**src/rtl/spi_pkg.sv**
```systemverilog
// Shared SPI front-end definitions: transfer width, frame FSM states and the
// command byte values the downstream decoder already recognises.
package spi_pkg;

    localparam int SPI_BYTE_W = 8;

    typedef enum logic {
        IDLE   = 1'b0,
        ACTIVE = 1'b1
    } state_t;

    localparam logic [SPI_BYTE_W-1:0] CMD_LOAD_A = 8'h10;
    localparam logic [SPI_BYTE_W-1:0] CMD_LOAD_B = 8'h11;
    localparam logic [SPI_BYTE_W-1:0] CMD_START  = 8'h20;
    localparam logic [SPI_BYTE_W-1:0] CMD_READ   = 8'h30;

endpackage

```
**src/rtl/spi_sync_edge.sv**
```systemverilog
// Brings one raw asynchronous SPI line into the clk domain through a flop
// chain and reports its synchronized level plus single-cycle rise/fall flags.
module spi_sync_edge #(
    parameter int   SYNC_STAGES = 2,
    parameter logic RESET_VAL   = 1'b0
) (
    input  logic clk,
    input  logic rst,
    input  logic din,
    output logic level,
    output logic rise,
    output logic fall
);

    logic [SYNC_STAGES-1:0] chain;
    logic                   prev;

    // Synchronizer chain plus a delayed copy of its last stage for edge detect.
    // NOTE: every flop here is written with <= so all stages sample the value
    // from before the clock edge; blocking writes would collapse the chain.
    always_ff @(posedge clk or posedge rst) begin
        if (rst) begin
            chain <= {SYNC_STAGES{RESET_VAL}};
            prev  <= RESET_VAL;
        end else begin
            chain <= {chain[SYNC_STAGES-2:0], din};
            prev  <= chain[SYNC_STAGES-1];
        end
    end

    assign level = chain[SYNC_STAGES-1];
    assign rise  = level & ~prev;
    assign fall  = ~level & prev;

endmodule

```
**src/rtl/spi_byte_frontend.sv**
```systemverilog
// SPI mode-0 slave front end: oversamples sclk/mosi/cs_n, deserializes
// MSB-first bytes into rx_valid pulses tagged with frame markers, and shifts a
// one-deep transmit buffer out on miso.
module spi_byte_frontend
    import spi_pkg::*;
#(
    parameter int SYNC_STAGES = 2,
    parameter int BYTE_W      = SPI_BYTE_W
) (
    input  logic              clk,
    input  logic              rst,
    input  logic              sclk,
    input  logic              mosi,
    input  logic              cs_n,
    output logic              miso,
    output logic [BYTE_W-1:0] rx_data,
    output logic              rx_valid,
    output logic              rx_first,
    output logic              frame_start,
    output logic              frame_end,
    output logic              rx_abort,
    input  logic [BYTE_W-1:0] tx_data,
    input  logic              tx_load,
    output logic              tx_full,
    output logic              tx_underrun
);

    localparam int               CNT_W    = $clog2(BYTE_W);
    localparam logic [CNT_W-1:0] LAST_BIT = CNT_W'(BYTE_W - 1);
    localparam logic [1:0]       SETTLE   = 2'(SYNC_STAGES);

    logic sclk_level, sclk_rise, sclk_fall;
    logic mosi_level, mosi_rise, mosi_fall;
    logic cs_level, cs_rise, cs_fall;

    spi_sync_edge #(.SYNC_STAGES(SYNC_STAGES), .RESET_VAL(1'b0)) u_sync_sclk (
        .clk(clk), .rst(rst), .din(sclk), .level(sclk_level), .rise(sclk_rise), .fall(sclk_fall)
    );
    spi_sync_edge #(.SYNC_STAGES(SYNC_STAGES), .RESET_VAL(1'b0)) u_sync_mosi (
        .clk(clk), .rst(rst), .din(mosi), .level(mosi_level), .rise(mosi_rise), .fall(mosi_fall)
    );
    spi_sync_edge #(.SYNC_STAGES(SYNC_STAGES), .RESET_VAL(1'b1)) u_sync_cs (
        .clk(clk), .rst(rst), .din(cs_n), .level(cs_level), .rise(cs_rise), .fall(cs_fall)
    );

    // Only the mosi level and the sclk edges matter to the datapath.
    logic unused_edges;
    assign unused_edges = ^{sclk_level, mosi_rise, mosi_fall};

    state_t             state, state_next;
    logic [CNT_W-1:0]   bit_cnt;
    logic [BYTE_W-1:0]  rx_shift, tx_shift, tx_buf;
    logic               first_pending, byte_done;
    logic [1:0]         settle_cnt;
    logic               armed;
    logic               start_evt, end_evt, bit_evt, shift_evt, reload_evt;
    logic               drain, tx_accept;

    // After reset the cs_n chain holds its idle value until real samples reach
    // the end; only arm frame detection once a genuine high level has been seen,
    // so a cs_n still low from before reset cannot fake a falling edge.
    always_ff @(posedge clk or posedge rst) begin
        if (rst) begin
            settle_cnt <= 2'd0;
            armed      <= 1'b0;
        end else if (settle_cnt != SETTLE) begin
            settle_cnt <= settle_cnt + 2'd1;
        end else if (cs_level) begin
            armed <= 1'b1;
        end
    end

    // Frame state register.
    always_ff @(posedge clk or posedge rst) begin
        if (rst) state <= IDLE;
        else     state <= state_next;
    end

    // Next-state and per-cycle event decode; chip-select wins over sclk.
    // NOTE: every signal gets a default before the case so no path leaves one
    // unassigned, which would otherwise infer a latch.
    always_comb begin
        state_next = state;
        start_evt  = 1'b0;
        end_evt    = 1'b0;
        bit_evt    = 1'b0;
        shift_evt  = 1'b0;
        reload_evt = 1'b0;
        case (state)
            IDLE: begin
                if (cs_fall && armed) begin
                    state_next = ACTIVE;
                    start_evt  = 1'b1;
                    reload_evt = 1'b1;
                end
            end
            ACTIVE: begin
                if (cs_rise) begin
                    state_next = IDLE;
                    end_evt    = 1'b1;
                end else if (sclk_rise) begin
                    bit_evt = 1'b1;
                end else if (sclk_fall) begin
                    if (bit_cnt != '0) shift_evt  = 1'b1;
                    else               reload_evt = 1'b1;
                end
            end
            default: state_next = IDLE;
        endcase
    end

    // A drain and a load in the same cycle: the drain takes the old byte and
    // the new one refills the buffer.
    assign drain     = reload_evt & tx_full;
    assign tx_accept = tx_load & (~tx_full | drain);

    // Receive/transmit datapath and the single-cycle status pulses.
    always_ff @(posedge clk or posedge rst) begin
        if (rst) begin
            bit_cnt       <= '0;
            rx_shift      <= '0;
            tx_shift      <= '0;
            first_pending <= 1'b0;
            byte_done     <= 1'b0;
            rx_data       <= '0;
            rx_valid      <= 1'b0;
            rx_first      <= 1'b0;
            frame_start   <= 1'b0;
            frame_end     <= 1'b0;
            rx_abort      <= 1'b0;
            tx_full       <= 1'b0;
            tx_underrun   <= 1'b0;
        end else begin
            frame_start <= start_evt;
            frame_end   <= end_evt;
            rx_abort    <= end_evt && (bit_cnt != '0);
            rx_valid    <= byte_done;
            byte_done   <= bit_evt && (bit_cnt == LAST_BIT);

            if (byte_done) begin
                rx_data       <= rx_shift;
                rx_first      <= first_pending;
                first_pending <= 1'b0;
            end
            if (bit_evt) begin
                rx_shift <= {rx_shift[BYTE_W-2:0], mosi_level};
                bit_cnt  <= bit_cnt + CNT_W'(1);
            end
            if (start_evt) begin
                bit_cnt       <= '0;
                first_pending <= 1'b1;
                tx_underrun   <= 1'b0;
            end
            if (end_evt) begin
                bit_cnt <= '0;
            end

            if (reload_evt) begin
                tx_shift <= tx_full ? tx_buf : '0;
                if (!tx_full) tx_underrun <= 1'b1;
            end else if (shift_evt) begin
                tx_shift <= {tx_shift[BYTE_W-2:0], 1'b0};
            end

            if (tx_accept)  tx_full <= 1'b1;
            else if (drain) tx_full <= 1'b0;
        end
    end

    // Transmit buffer storage.
    // NOTE: no reset here; tx_full is reset and guards every read of tx_buf.
    always_ff @(posedge clk) begin
        if (tx_accept) tx_buf <= tx_data;
    end

    assign miso = (state == ACTIVE) & tx_shift[BYTE_W-1];

endmodule

```
**config.mk**
```make
export PLATFORM = sky130hd
export DESIGN_NAME = spi_byte_frontend
export DESIGN_NICKNAME = d
export VERILOG_FILES = /design/src/rtl/spi_pkg.sv /design/src/rtl/spi_sync_edge.sv /design/src/rtl/spi_byte_frontend.sv
export SDC_FILE = /design/constraint.sdc
export NUM_CORES = 1
export LEC_CHECK = 0
export CORE_UTILIZATION = 45
export DETAILED_ROUTE_END_ITERATION = 7
export DONT_BUFFER_PORTS = 1
export GPL_TIMING_DRIVEN = 0
export HOLD_SLACK_MARGIN = 0.12
export PLACE_DENSITY = 0.63
export SETUP_SLACK_MARGIN = 0.3
export SLEW_MARGIN = 0
export SYNTH_ARGS = -nofsm -noshare
export SYNTH_HDL_FRONTEND = slang
export SYNTH_SLANG_ARGS = --single-unit
```
**constraint.sdc**
```tcl
create_clock -name clk -period 5.2 [get_ports clk]
set_input_delay 1.04 -clock clk [delete_from_list [all_inputs] [get_ports clk]]
set_output_delay 1.04 -clock clk [all_outputs]
set_load 0.1 [all_outputs]
```
==> results of run 1 <==
-- cells in the mapped netlist, drive strengths merged --
cell type	instances	area share, %
nor2	7	1.1
nand2b	1	0.60
and2b	1	0.33
inv	13	2.1
a32o	2	0.87
dfrtp	45	49
nor2b	4	1.1
o31ai	1	0.33
o2bb2ai	1	0.65
mux2	17	8.8
nand2	4	0.65
a221oi	7	4.6
buf	6	1.6
mux2i	7	3.0
and2	10	2.7
ha	4	2.2
clkbuf	1	0.16
and3	2	0.54
a31oi	1	0.92
nand4bb	1	0.71
a21boi	1	0.33
o21ai	5	1.1
xnor2	1	0.38
a21oi	1	0.22
o21a	1	0.33
a41oi	1	0.71
edfxtp	8	10
nand3	1	0.43
nand4	1	0.27
a21o	2	0.65
dfstp	3	3.4
-- cell type report --
class                      instances  share of cell area, %
sequential                        56                   57.0
multi-input combinational         84                   30.4
clock buffer                       7                   3.80
tap                               67                   3.31
inverter                          13                   1.92
buffer                             7                   1.58
clock inverter                     1                   1.18
timing repair buffer               1                  0.789
-- metrics by stage --
| stage | hold slack [ns] | power, mW | util, % | setup slack (ns) |
|---|---|---|---|---|
| after floorplan | 0.331 | 0.703 | - | 2.85 |
| after global placement | 0.334 | 0.729 | 49.6 | 2.55 |
| after detailed placement | 0.335 | 0.740 | 50.0 | 2.74 |
| after CTS | 0.355 | 1.04 | 52.6 | 2.40 |
| after global routing | 0.360 | 1.08 | 52.6 | 2.36 |
| final | 0.352 | 1.03 | 52.6 | 2.42 |
-- layout by cell type (no fill, tap or decap), drive strengths merged, types with 2 or more instances in the layout --
cell type,instances
mux2i,7
clkbuf,8
a21o,2
dfrtp,45
and3,2
edfxtp,8
nor2,7
o21ai,5
nand2,4
inv,13
ha,4
nor2b,4
and2,10
a221oi,7
dfstp,3
a32o,2
mux2,17
buf,7
-- worst max-delay path: stages, from the launching register on --
cell and delay [ns]:
dfrtp_1 0.37, buf_2 0.24, and2_1 0.82
-- cells by family (layout without fill, tap and decap cells) --
family,Yosys count,in the layout,share of synthesized area (%)
AO/OA/AOI/OAI,23,23,10.6
AND/OR/NAND/NOR,32,32,8.46
flip-flops,56,56,62.7
XOR/XNOR,1,1,0.380
multiplexers,24,24,11.8
buffers and inverters,20,29,3.85
adder cells (fa/ha/maj),4,4,2.17
-- power by group through the flow --
stage	Sequential, mW	Clock, mW	Combinational, mW
global route	0.578	0.326	0.178
CTS	0.569	0.309	0.162
floorplan	0.564	0	0.139
detailed placement	0.578	0	0.162
finish	0.568	0.301	0.159
global placement	0.575	0	0.154
-- worst paths after layout --
path / from / endpoint / slack, ns / depth (start not counted)
setup / recovery: state / miso / 2.42 / 2
min in group asynchronous: rst / tx_full / 0.61 / 1
setup reg to reg: bit_cnt[0] / tx_buf[1] / 3.01 / 6
hold / removal: u_sync_sclk.chain[0] / u_sync_sclk.chain[1] / 0.35 / 0
hold reg to reg: u_sync_sclk.chain[0] / u_sync_sclk.chain[1] / 0.35 / 0
max in group asynchronous: rst / u_sync_cs.prev / 4.03 / 2
-- routing by layer --
metal,part of all wire (%),vias to the layer above
li1,-,573
met1,43,601
met2,49,34
met3,4.9,7
met4,2.2,0
met5,0,-
-- sequential cells by signal, indices dropped and copies added (netlist names) --
signal and flops:
frame_start 1, tx_full 1, u_sync_cs.prev 1, tx_buf 8
u_sync_sclk.prev 1, rx_first 1, u_sync_mosi.chain 2, byte_done 1
state 1, tx_underrun 1, first_pending 1, armed 1
rx_abort 1, tx_shift 8, bit_cnt 3, rx_data 8
u_sync_cs.chain 2, frame_end 1, rx_shift 8, u_sync_sclk.chain 2
rx_valid 1, settle_cnt 2
==> impl_metrics.env, run 1 <==
export IMPL_port_buffers=0
export IMPL_placed_cells=228
export IMPL_fin_crit_ns=2.78
export IMPL_synth_area_um2=2310
export IMPL_dpl_hpwl_mm=2.47
export IMPL_grt_ovfl_total=0
export IMPL_yosys_warnings=0
export IMPL_antenna_found_initial=0
export IMPL_seqCellArea_um2=1450
export IMPL_grt_pass1_wl_mm=5.95
export IMPL_skew_ns=0.00819
export IMPL_seq_area_frac_synth_pct=62.7
export IMPL_area_delta_synth_final_pct=9.98
export IMPL_syn_inst=160
export IMPL_cp_end_kind="primary output"
export IMPL_vias=1215
export IMPL_drive_above_1_share_pct=26.6
export IMPL_max_cap_violations=0
export IMPL_drtIter0Drc=43
export IMPL_drt_first_pass_iters=4
export IMPL_instances_no_fill=236
export IMPL_critPathKind="reg -> out"
export IMPL_gr_max_usage_layer="met2"
export IMPL_clockRootBuffer="clkbuf_8"
export IMPL_seqPwrFrac_pct=55.3
export IMPL_wire_per_inst_um=14.3
export IMPL_ctsHtreeMaxLevel=2
export IMPL_p_comb_share_pct=15.5
export IMPL_fmax_mhz=360
export IMPL_grt_max_degree=31
export IMPL_die_x_um=73.6
export IMPL_relSlewSlack_pct=34.3
export IMPL_cts_tree="done"
export IMPL_dieArea_um2=5410
export IMPL_fillers=439
export IMPL_synth_cell_type_count=36
export IMPL_crit_required_ns=4.16
export IMPL_p_leak_nw=1.16
export IMPL_met3_usage_pct=3.57
export IMPL_drc=0
export IMPL_power_density_nw_per_um2=405
export IMPL_vdd_ir_drop_worst_mv=0.220
export IMPL_start_kind="register"
export IMPL_grt_pass1_vias=1338
export IMPL_cp_arrival_ns=1.74
export IMPL_cts_clk_slew_worst_paths_ns=0.08
export IMPL_ys_ff_latch=56
export IMPL_setup_viol=0
export IMPL_ios=30
export IMPL_syn_num_nets=178
export IMPL_ant_nets=0
export IMPL_tightest_slew_ns=0.993
export IMPL_clkLatencyLatePin_ns=0.31
export IMPL_initial_core_util_pct=47.9
export IMPL_slew_viol_final=0
export IMPL_grt_use_total_pct=15.0
export IMPL_gp_congestion=0.773
export IMPL_multi_input_area_um2=772
export IMPL_power_internal_mw=0.746
export IMPL_postSynthAreaPerCell_um2=14.4
export IMPL_hold_viol=0
export IMPL_num_antenna_cells=0
export IMPL_cts_resized=0
export IMPL_status="complete, no violations"
export IMPL_rows=25
export IMPL_postCtsHoldBufs=0
export IMPL_final_area_um2=2540
export IMPL_post_cts_setup_buffers=0
export IMPL_cts_path_max_buffers=2
export IMPL_cts_sinks=56
export IMPL_core_um2=4820
export IMPL_grt_setup_unrepaired="false"
export IMPL_fin_crit_sh_pct=53.5
export IMPL_pwr_share_clk_pct=29.3
export IMPL_via_per_inst=5.15
export IMPL_crit_fanout=10
export IMPL_power_switching_mw=0.282
export IMPL_p_sw_share_pct=27.4
export IMPL_nNetsFinal=186
export IMPL_grt_use_met1_pct=17.5
export IMPL_cts_made_buffers=5
export IMPL_setup_tns_ns=0
export IMPL_grtUsageMet2_pct=25.5
export IMPL_drt_wl_total_mm=3.38
export IMPL_die_h_um=73.6
export IMPL_place_area_um2=2410
export IMPL_hp_class="reg -> reg"
Power figures use the tool's default switching activity.
==> run 2: changes to the inputs <==
- PLACE_DENSITY: 0.63 -> 0.65
- clock period: 5.2 -> 2.5 ns (I/O delays scaled with it)
==> run 2 against run 1 <==
Clock power rose by 60%. Power rose by 94%. Combinational power rose by 110%. Wire length fell by 2.0%. Die area did not move. Non-clock buffer count rose by 1. Core utilization fell by 0.44 points. Highest routed layer unchanged.
==> impl_metrics.env, run 2 (synthesized netlist as in run 1, its figures left out) <==
export IMPL_status="complete, no violations"
export IMPL_setup_viol=0
export IMPL_vias=1234
export IMPL_post_route_util_pct=52.2
export IMPL_start_kind="register"
export IMPL_drc=0
export IMPL_placed_cells=228
export IMPL_antenna_found_initial=0
export IMPL_place_area_um2=2410
export IMPL_crit_fanout=9
export IMPL_cpPeakStageDelay_ns=0.40
export IMPL_cp_end_kind="register"
export IMPL_port_buffers=0
export IMPL_dpl_hpwl_mm=2.35
export IMPL_setup_tns_ns=0
export IMPL_crit_required_ns=2.46
export IMPL_hp_class="in -> reg"
export IMPL_grt_pass1_wl_mm=5.56
export IMPL_final_common_cell="dfrtp_1"
export IMPL_grt_max_degree=44
export IMPL_num_antenna_cells=0
export IMPL_whs_ns=0.195
export IMPL_max_cap_violations=0
export IMPL_slew_viol_final=0
export IMPL_via_per_inst=5.21
export IMPL_cts_clk_slew_worst_paths_ns=0.09
export IMPL_fmax_mhz=498
export IMPL_drive_above_1_share_pct=26.5
export IMPL_skew_ns=0.00505
export IMPL_cts_sinks=56
export IMPL_layout_common_cells="dfrtp_1, inv_1, and2_1, mux2_2, edfxtp_1"
export IMPL_p_leak_nw=1.15
export IMPL_cts_made_buffers=5
export IMPL_initial_core_util_pct=47.9
export IMPL_cp_cell_sequence="inv_1 > ha_1 > nor2b_1 > buf_2 > a41oi_2 > a21boi_2"
export IMPL_drt_first_pass_iters=4
export IMPL_clockRootBuffer="clkbuf_8"
export IMPL_cts_tree="done"
export IMPL_wire_per_inst_um=14.0
export IMPL_nNetsFinal=187
export IMPL_cts_path_max_buffers=2
export IMPL_hold_viol=0
export IMPL_core_um2=4820
export IMPL_area_delta_synth_final_pct=9.06
export IMPL_drtIter0Drc=65
export IMPL_p_sw_share_pct=28.5
export IMPL_power_switching_mw=0.569
export IMPL_vdd_ir_drop_worst_mv=0.550
export IMPL_ant_nets=0
export IMPL_grt_pass1_vias=1239
export IMPL_grt_setup_unrepaired="false"
export IMPL_drt_wl_total_mm=3.31
export IMPL_cp_arrival_ns=1.97
export IMPL_gp_congestion=0.766
export IMPL_power_internal_mw=1.43
export IMPL_die_x_um=73.6
export IMPL_grt_use_total_pct=13.9
export IMPL_pwr_share_clk_pct=24.1
export IMPL_rows=25
export IMPL_final_area_um2=2510
export IMPL_critPathKind="reg -> reg"
export IMPL_seqPwrFrac_pct=59.1
export IMPL_dieArea_um2=5410
export IMPL_fin_crit_ns=2.01
export IMPL_cpMaxStageDelayCell="a21boi_2"
export IMPL_instances_no_fill=237
export IMPL_fin_crit_sh_pct=80.4
export IMPL_min_path_cells=0
export IMPL_ios=30
export IMPL_clkLatencyLatePin_ns=0.29
export IMPL_p_comb_share_pct=16.8
export IMPL_power_density_nw_per_um2=794
export IMPL_ctsHtreeMaxLevel=2
export IMPL_grt_ovfl_total=0
export IMPL_relSlewSlack_pct=38.8
export IMPL_tightest_slew_ns=0.918
export IMPL_reg2reg_depth=6
export IMPL_die_h_um=73.6
## run 2: worst paths after layout
| path | startpoint | end | slack (ns) |
|---|---|---|---|
| hold reg to reg | u_sync_sclk.chain[0] | u_sync_sclk.chain[1] | 0.35 |
| setup reg to reg | bit_cnt[0] | tx_buf[2] | 0.49 |
| max in group asynchronous | rst | u_sync_cs.prev | 1.46 |
| hold / removal | cs_n | u_sync_cs.chain[0] | 0.20 |
| setup / recovery | bit_cnt[0] | tx_buf[2] | 0.49 |
| min in group asynchronous | rst | tx_full | 0.54 |
## run 2: metrics by stage
stage          power, mW  setup slack [ns]
6_report            2.00             0.491
3_5_place_dp        1.54             0.283
5_1_grt             2.10             0.365
4_1_cts             2.02             0.468
3_3_place_gp        1.52             0.322
2_1_floorplan       1.46             0.538
## run 2: per-layer routing
| layer | track usage (%) | up-vias | share of wire, % |
|---|---|---|---|
| met5 | 0 | - | 0 |
| met4 | 5.77 | 0 | 1.3 |
| met3 | 4.12 | 5 | 5.1 |
| met2 | 23.2 | 34 | 48 |
| met1 | 16.7 | 620 | 45 |
| li1 | - | 575 | - |
## run 2: worst max-delay path: cells and delay by family, from the launching register on
kind                       cells  cell delay, ns
DFF                            1            0.39
and+or+nand+nor                1            0.12
buffers and inverters          2            0.38
AOI/OAI and AO/OA              2            0.63
adders and majority gates      1            0.15
## run 2: cell type report
class / count / area, um2
fill: 432 / 2300
buffer: 7 / 40.0
timing repair buffer: 2 / 30.0
multi-input combinational: 84 / 777
sequential: 56 / 1450
tap: 67 / 83.8
inverter: 13 / 48.8
clock buffer: 8 / 90.1
## run 2: timing repair
| action | 4_1_cts | 5_1_grt |
|---|---|---|
| buffers inserted | 0 | 0 |
| gates resized for setup | 2 | 0 |
| hold endpoints to repair | 4 | 0 |
| setup endpoints to repair | 9 | 0 |
| hold buffers | 1 | 0 |
## run 2: power groups by stage
stage	logic, mW	clock network [mW]	registers (mW)
2_1_floorplan	0.289	0	1.17
5_1_grt	0.372	0.536	1.20
3_5_place_dp	0.337	0	1.20
4_1_cts	0.341	0.499	1.18
6_report	0.336	0.481	1.18
3_3_place_gp	0.320	0	1.20
==> run 3: changes to the inputs <==
- PLACE_DENSITY: 0.65 -> 0.63
- clock period: 2.5 -> 1.95 ns (I/O delays scaled with it)
==> run 3 against run 2 <==
First-iteration DRC count is 4.6% higher. Non-clock buffer count is 13 higher. Sequential share of layout area is 2.7 points lower. Clock power is 24% higher. Critical endpoint is now rx_abort. Highest routed layer unchanged. Worst hold slack worse by 0.021 ns. Clock skew is 0.0019 ns higher. Final cell count is 5.5% higher. Core utilization is 3.3 points higher.
==> impl_metrics.env, run 3 (synthesized netlist as in run 1, its figures left out) <==
export IMPL_initial_core_util_pct=47.9
export IMPL_max_cap_violations=0
export IMPL_cts_path_max_buffers=2
export IMPL_start_kind="register"
export IMPL_cts_tree="done"
export IMPL_ant_nets=0
export IMPL_dpl_hpwl_mm=2.46
export IMPL_clkLatencyLatePin_ns=0.30
export IMPL_hp_class="in -> reg"
export IMPL_cts_sinks=56
export IMPL_hold_viol=0
export IMPL_holdCritStartpoint="tx_load"
export IMPL_drt_first_pass_iters=4
export IMPL_path_depth=0
export IMPL_cp_arrival_ns=1.23
export IMPL_rows=25
export IMPL_skew_ns=0.00696
export IMPL_r2r_start="bit_cnt[1]"
export IMPL_grt_pass1_vias=1346
export IMPL_min_path_cells=1
export IMPL_nNetsFinal=200
export IMPL_area_delta_synth_final_pct=15.9
export IMPL_cp_end_kind="primary output"
export IMPL_vias=1258
export IMPL_drive_above_1_share_pct=38.3
export IMPL_drtIter0Drc=68
export IMPL_ctsHtreeMaxLevel=2
export IMPL_gp_congestion=0.788
export IMPL_place_area_um2=2430
export IMPL_whs_ns=0.174
export IMPL_status="complete, no violations"
export IMPL_reg2reg_slack_ns=0.34
export IMPL_antenna_found_initial=0
export IMPL_hold_end="tx_full"
export IMPL_p_leak_nw=1.21
export IMPL_total_power_mw=2.64
export IMPL_grt_max_degree=36
export IMPL_cts_made_buffers=5
export IMPL_fin_crit_sh_pct=83.1
export IMPL_crit_fanout=1
export IMPL_die_x_um=73.6
export IMPL_dieArea_um2=5410
export IMPL_place_ws_ns=0.103
export IMPL_drt_wl_total_mm=3.63
export IMPL_tightest_slew_ns=0.875
export IMPL_via_per_inst=5.03
export IMPL_grt_pass1_wl_mm=6.09
export IMPL_power_density_nw_per_um2=986
export IMPL_drc=0
export IMPL_vdd_ir_drop_worst_mv=0.526
export IMPL_die_h_um=73.6
export IMPL_slew_viol_final=0
export IMPL_crit_required_ns=1.56
export IMPL_finalWorstSetupSlack_ns=0.330
export IMPL_fmax_mhz=617
export IMPL_fin_crit_ns=1.62
export IMPL_layout_common_cells="dfrtp_1, dfrtp_2, inv_1, buf_4"
export IMPL_cts_clk_slew_worst_paths_ns=0.09
export IMPL_setup_viol=0
export IMPL_reg2reg_depth=6
export IMPL_relSlewSlack_pct=41.7
export IMPL_grt_ovfl_total=0
export IMPL_core_um2=4820
export IMPL_num_antenna_cells=0
export IMPL_timing_rr_end="tx_buf[5]"
export IMPL_port_buffers=0
export IMPL_grt_use_total_pct=15.4
export IMPL_critPathKind="reg -> out"
export IMPL_final_common_cell="dfrtp_1"
export IMPL_wire_per_inst_um=14.5
export IMPL_ios=30
export IMPL_final_area_um2=2670
export IMPL_grt_setup_unrepaired="true"
export IMPL_clockRootBuffer="clkbuf_8"
run 3: cell types whose count changed in the layout (fill, tap and decap cells not counted), moves of 2 or more:
cell | previous run | this run
buf_2 | 5 | 3
buf_4 | 0 | 10
buf_6 | 1 | 3
dfrtp_1 | 45 | 33
dfrtp_2 | 0 | 11
dlygate4sd3_1 | 1 | 4
run 3: where the power goes:
group / switching [mW] / leakage, nW / internal [mW] / total [mW]
sequential: 0.180 / 0.648 / 1.34 / 1.52
clock: 0.344 / 0.0422 / 0.253 / 0.597
combinational: 0.250 / 0.522 / 0.268 / 0.518
total: 0.773 / 1.21 / 1.86 / 2.64
run 3: per-stage QoR:
step                TNS, ns  cells  utilization (%)
CTS                       0    242             53.7
global route              0    250             55.5
finish                    0    250             55.5
floorplan                 0    160                -
detailed placement        0    228             50.4
global placement      -2.56    227             49.9
run 3: worst max-delay path by stage:
stage | startpoint | endpoint | slack [ns]
after floorplan | bit_cnt[0] | tx_buf[0] | 0.28
after global placement | rst | tx_full | -0.19
after detailed placement | bit_cnt[0] | tx_buf[4] | 0.10
after CTS | tx_underrun | tx_underrun | 0.30
after global routing | bit_cnt[1] | tx_buf[5] | 0.27
final | rx_abort | rx_abort | 0.33
run 3: what timing repair did:
item / 4_1_cts / 5_1_grt
setup buffers: 2 / 8
pin swaps: 3 / 3
endpoints found under the hold margin: 16 / 0
resized for setup: 7 / 16
endpoints found under the setup margin: 15 / 26
hold buffers: 4 / 0
run 3: final cells by class:
class,instances,area [um2]
tap,67,83.8
multi-input combinational,84,805
sequential,56,1460
clock inverter,1,5.00
buffer,7,53.8
timing repair buffer,15,135
inverter,13,51.3
fill,410,2140
clock buffer,7,76.3
run 3: routing by layer:
layer  routed length [um]  track usage (%)  up-vias
li1                     -                -      594
met5                    0                0        -
met2                 1790             25.5       34
met4                   47             4.49        0
met1                 1610             19.0      625
met3                  183             5.49        5
